[src/rtl/fifo_write_arbiter.sv]
// Round-robin arbiter sharing one FIFO write port among NUM_REQ valid/ready producers.
// A grant lasts for one packet or MAX_BURST beats, and is released early if the holder drops valid.
module fifo_write_arbiter #(
  parameter int unsigned NUM_REQ    = 4,
  parameter int unsigned DATA_WIDTH = 8,
  parameter int unsigned MAX_BURST  = 16,
  localparam int unsigned IdW       = (NUM_REQ > 1) ? $clog2(NUM_REQ) : 1,
  localparam int unsigned CntW      = $clog2(MAX_BURST + 1)
) (
  input  logic                          clk,
  input  logic                          reset,
  input  logic [NUM_REQ-1:0]            req_valid,
  input  logic [NUM_REQ*DATA_WIDTH-1:0] req_data,
  input  logic [NUM_REQ-1:0]            req_last,
  output logic [NUM_REQ-1:0]            req_ready,
  input  logic                          fifo_full,
  output logic                          fifo_write_en,
  output logic [DATA_WIDTH-1:0]         fifo_data,
  output logic                          grant_valid,
  output logic [IdW-1:0]                grant_id,
  output logic [CntW-1:0]               beat_count
);

  typedef enum logic [0:0] {StIdle, StGrant} state_e;

  state_e          state_q, state_d;
  logic [IdW-1:0]  grant_id_q, grant_id_d;
  logic            grant_valid_q, grant_valid_d;
  logic [CntW-1:0] beat_count_q, beat_count_d;
  logic [IdW-1:0]  rr_ptr_q, rr_ptr_d;

  logic [IdW-1:0]        pick_id;
  logic                  sel_valid;
  logic                  sel_last;
  logic [DATA_WIDTH-1:0] sel_data;
  logic                  xfer;

  // First requesting index strictly after rr_ptr, wrapping modulo NUM_REQ.
  always_comb begin
    int unsigned idx;
    logic        found;
    idx     = 0;
    found   = 1'b0;
    pick_id = '0;
    for (int unsigned k = 1; k <= NUM_REQ; k++) begin
      idx = (32'(rr_ptr_q) + k) % NUM_REQ;
      if (!found && req_valid[idx]) begin
        found   = 1'b1;
        pick_id = IdW'(idx);
      end
    end
  end

  always_comb begin
    sel_valid = req_valid[grant_id_q];
    sel_last  = req_last[grant_id_q];
    sel_data  = req_data[grant_id_q*DATA_WIDTH +: DATA_WIDTH];
  end

  always_comb begin
    state_d       = state_q;
    grant_id_d    = grant_id_q;
    grant_valid_d = grant_valid_q;
    beat_count_d  = beat_count_q;
    rr_ptr_d      = rr_ptr_q;
    req_ready     = '0;
    fifo_write_en = 1'b0;
    fifo_data     = '0;
    xfer          = 1'b0;
    unique case (state_q)
      StIdle: begin
        if (|req_valid) begin
          state_d       = StGrant;
          grant_id_d    = pick_id;
          grant_valid_d = 1'b1;
          beat_count_d  = '0;
        end
      end
      StGrant: begin
        req_ready[grant_id_q] = !fifo_full;
        xfer = sel_valid && !fifo_full;
        if (xfer) begin
          fifo_write_en = 1'b1;
          fifo_data     = sel_data;
          beat_count_d  = beat_count_q + CntW'(1);
        end
        // beat_count is left at its final value while idle; it clears on the next grant.
        if ((xfer && (sel_last || beat_count_q == CntW'(MAX_BURST - 1))) || !sel_valid) begin
          state_d       = StIdle;
          grant_valid_d = 1'b0;
          rr_ptr_d      = grant_id_q;
        end
      end
      default: state_d = StIdle;
    endcase
  end

  always_ff @(posedge clk or posedge reset) begin
    if (reset) begin
      state_q       <= StIdle;
      grant_id_q    <= '0;
      grant_valid_q <= 1'b0;
      beat_count_q  <= '0;
      rr_ptr_q      <= IdW'(NUM_REQ - 1);
    end else begin
      state_q       <= state_d;
      grant_id_q    <= grant_id_d;
      grant_valid_q <= grant_valid_d;
      beat_count_q  <= beat_count_d;
      rr_ptr_q      <= rr_ptr_d;
    end
  end

  assign grant_valid = grant_valid_q;
  assign grant_id    = grant_id_q;
  assign beat_count  = beat_count_q;

endmodule

[config.mk]
export PLATFORM = sky130hd
export DESIGN_NAME = fifo_write_arbiter
export DESIGN_NICKNAME = d
export VERILOG_FILES = /design/src/rtl/fifo_write_arbiter.sv
export SDC_FILE = /design/constraint.sdc
export NUM_CORES = 1
export LEC_CHECK = 0
export CAP_MARGIN = 25
export CORE_MARGIN = 8
export CORE_UTILIZATION = 39
export DETAILED_ROUTE_END_ITERATION = 6
export PLACE_DENSITY = 0.83
export SLEW_MARGIN = 20
export SYNTH_ARGS = -nofsm -noshare
export SYNTH_HDL_FRONTEND = slang
export SYNTH_SLANG_ARGS = --single-unit
[constraint.sdc]
create_clock -name clk -period 5 [get_ports clk]
set_input_delay 0.75 -clock clk [delete_from_list [all_inputs] [get_ports clk]]
set_output_delay 0.75 -clock clk [all_outputs]
set_load 0.005 [all_outputs]
==> metrics.csv <==
metric;value;unit
run_status;complete, no violations;
coreArea;2430;um2
path_max_fanout;13;
routed_wl;3.54;mm
skew;0.00204;ns
period_share;69.9;%
layout_area_growth_over_synthesis;66.8;%
grt_setup_unrepaired;false;
grt.total_usage;16.1;%
cts_made_buffers;3;
clockBufferDepth;2;
end_kind;output pin;
critPathSlowestCell;sky130_fd_sc_hd__nor2b_1;
timing.final.max_slew_violations;0;
worst_slack;1.50;ns
cap_violations;0;
vdd_drop_max;0.324;mV
worst_pin_slew;0.947;ns
synthesis.area;978;um2
die_w;66.1;um
synth-main-ff-cell;sky130_fd_sc_hd__dfrtp_1;
global_route_wire_length_before_repair;5.41;mm
post_route_cells_drive_above_1_share;8.50;%
n_antenna_cell;0;
drc;0;
antenna_found_initial;0;
period_needed;3.50;ns
synth_compound_area_share;12.3;%
portBuffers;63;
holdPathStages;1;
synthArstFlopShare;100;%
min_path_type;reg -> reg;
insertion_delay;0.27;ns
relSlewSlack;36.7;%
timing.critical_path.from_type;input port;
grt_remaining_overflow;0;
setup_tns;0;ns
synth_xor_area_share;0;%
cts_hold_buffers;0;
place_hpwl;2.82;mm
critPathTopFamily;simple AND/OR/NAND/NOR gates;
timing_worst_setup_path_type;in -> out;
place_congestion;0.881;
dominant_combinational_cell_family_by_area_after_synthesis;multiplexers;
destination_of_the_worst_register_to_register_timing_path;beat_count[3];
portion_of_the_post_synthesis_area_used_by_sequential_elements;28.4;%
vias_in_the_first_global_route;1051;
synth_warnings;0;
tritoncts;done;
synthSimpleGateAreaFrac;19.6;%
timing.critical_path.arrival;2.75;ns
sum_of_buffers_and_inverters_on_the_critical_path;2;
final_net_count;199;
die_area;4370;um2
ys_types;32;
final-hold-violation-count;0;
final_antenna_violating_net_count;0;
whs_endpoint;grant_valid;
synthMuxAreaShare;30.4;%
floorplan.initialDensity;40.2;%
num_io_pins;64;
synth-edff-count;0;
cts_resized;0;
hold_path_startpoint;grant_valid;
cpMostUsedCell;sky130_fd_sc_hd__clkdlybuf4s50_1;
synth_seq_cells;11;
timing.critical_path.slowest_cell_delay;0.74;ns
die_height;66.1;um
worst_reg2reg_path_depth;5;
via_count;1026;
placement_rows;18;
cp_data_required_time;4.25;ns
fmax;286;MHz
drt-initial-drc-count;42;
routedWlPerCell;19.3;um
syn-num-nets;138;
leakage;0.706;nW
post_synth.cell_area_avg;10.5;um2
detailedRoute.firstPassIterationCount;4;
clock_tree.root_cell;sky130_fd_sc_hd__clkbuf_4;
cellPowerDensity;385;nW/um2
reg2reg_from;grant_id[0];
grt_max_degree;19;
timing.final.setup_violations;0;
cts.sink_count;11;
postCtsSetupRepairBufs;0;
cts.clk_slew.worst_paths;0.07;ns
number_of_h_tree_levels;1;
netlist_instances;93;
yosys.area_share.adder;2.56;%
register_to_register_setup_slack;2.70;ns
drt-vias-per-instance;5.61;
place_worst_setup_slack;1.51;ns
timing.critical_path.cells;clkdlybuf4s50_1 > nor2b_1 > and3_1 > clkdlybuf4s50_1;
-- cells by family after synthesis --
| group | Yosys count |
|---|---|
| AND/OR/NAND/NOR | 33 |
| flip-flops | 11 |
| adder cells (fa/ha/maj) | 2 |
| AO/OA/AOI/OAI | 18 |
| buffers and inverters | 13 |
| multiplexers | 16 |
-- state kept, by name, indices dropped and copies added, names as in the netlist --
signal       count
rr_ptr_q         2
beat_count       5
grant_id         2
state_q          1
grant_valid      1
-- worst max-delay path by stage --
stage               slack, ns  cells after the start  startpoint            to
floorplan                2.66                      3   fifo_full  req_ready[0]
global placement         1.56                      4   fifo_full  req_ready[0]
detailed placement       1.51                      4   fifo_full  fifo_data[2]
CTS                      1.51                      4   fifo_full  fifo_data[2]
global route             1.37                      4   fifo_full  fifo_data[2]
finish                   1.50                      4   fifo_full  fifo_data[2]
-- routing by layer --
metal / GRT usage [%] / share of wire [%]
met2: 25.8 / 43
met3: 4.75 / 12
met4: 5.60 / 1.1
met1: 19.9 / 44
met5: 0 / 0
-- through the flow --
stage	util, %	power (W)	hold slack [ns]	area [um2]	cells
2_1_floorplan	-	0.000426	0.474	978	93
3_3_place_gp	66.0	0.000555	0.486	1610	179
3_5_place_dp	66.0	0.000571	0.497	1610	179
4_1_cts	67.1	0.000633	0.518	1630	183
5_1_grt	67.1	0.000675	0.541	1630	183
6_report	67.1	0.000628	0.513	1630	183
-- power breakdown --
group	switching (W)	internal [W]
clock	0.0000300	0.0000309
combinational	0.000132	0.000233
sequential	0.0000761	0.000126
-- placed cells by master, fill, tap and decap left out --
cell / instances
sky130_fd_sc_hd__a21o_1: 3
sky130_fd_sc_hd__a21oi_1: 3
sky130_fd_sc_hd__a311o_1: 1
sky130_fd_sc_hd__a31o_2: 1
sky130_fd_sc_hd__a31oi_1: 3
sky130_fd_sc_hd__and3_1: 11
sky130_fd_sc_hd__and3b_1: 1
sky130_fd_sc_hd__clkbuf_1: 1
sky130_fd_sc_hd__clkbuf_4: 3
sky130_fd_sc_hd__clkdlybuf4s50_1: 63
sky130_fd_sc_hd__dfrtp_1: 9
sky130_fd_sc_hd__dfstp_2: 2
sky130_fd_sc_hd__ha_1: 2
sky130_fd_sc_hd__inv_1: 5
sky130_fd_sc_hd__inv_4: 1
sky130_fd_sc_hd__mux2_2: 2
sky130_fd_sc_hd__mux2i_1: 5
sky130_fd_sc_hd__mux4_1: 6
sky130_fd_sc_hd__mux4_2: 3
sky130_fd_sc_hd__nand2_1: 8
sky130_fd_sc_hd__nand2_8: 1
sky130_fd_sc_hd__nand2b_1: 1
sky130_fd_sc_hd__nand3_1: 2
sky130_fd_sc_hd__nor2_1: 4
sky130_fd_sc_hd__nor2b_1: 2
sky130_fd_sc_hd__nor3_1: 1
sky130_fd_sc_hd__nor3b_1: 2
sky130_fd_sc_hd__o21a_1: 1
sky130_fd_sc_hd__o21ai_0: 3
sky130_fd_sc_hd__o22ai_1: 1
sky130_fd_sc_hd__o31a_1: 1
sky130_fd_sc_hd__o31ai_1: 1
-- synth_stat cells (2+ instances only) --
| master | count | share of area [%] |
|---|---|---|
| sky130_fd_sc_hd__dfstp_2 | 2 | 5.4 |
| sky130_fd_sc_hd__ha_1 | 2 | 2.6 |
| sky130_fd_sc_hd__nand3_1 | 2 | 1.0 |
| sky130_fd_sc_hd__nor2b_1 | 2 | 1.3 |
| sky130_fd_sc_hd__clkbuf_1 | 4 | 1.5 |
| sky130_fd_sc_hd__dfrtp_1 | 9 | 23 |
| sky130_fd_sc_hd__a31oi_1 | 3 | 1.9 |
| sky130_fd_sc_hd__buf_6 | 2 | 2.3 |
| sky130_fd_sc_hd__a21oi_1 | 3 | 1.5 |
| sky130_fd_sc_hd__nand2_1 | 8 | 3.1 |
| sky130_fd_sc_hd__inv_1 | 5 | 1.9 |
| sky130_fd_sc_hd__nor3b_1 | 2 | 1.5 |
| sky130_fd_sc_hd__mux4_1 | 6 | 16 |
| sky130_fd_sc_hd__mux4_2 | 3 | 6.9 |
| sky130_fd_sc_hd__mux2i_1 | 5 | 5.1 |
| sky130_fd_sc_hd__and3_1 | 11 | 7.0 |
| sky130_fd_sc_hd__a21o_1 | 3 | 2.3 |
| sky130_fd_sc_hd__o21ai_0 | 3 | 1.5 |
| sky130_fd_sc_hd__nor2_1 | 4 | 1.5 |
| sky130_fd_sc_hd__mux2_2 | 2 | 2.3 |
-- cell type report --
type / instances / area (um2)
Tap cell: 30 / 37.5
Clock buffer: 4 / 26.3
Fill cell: 191 / 801
Sequential cell: 11 / 278
Inverter: 6 / 25.0
Timing Repair Buffer: 63 / 631
Multi-Input combinational cell: 69 / 634
No activity file was read; power rests on OpenSTA's default activity.
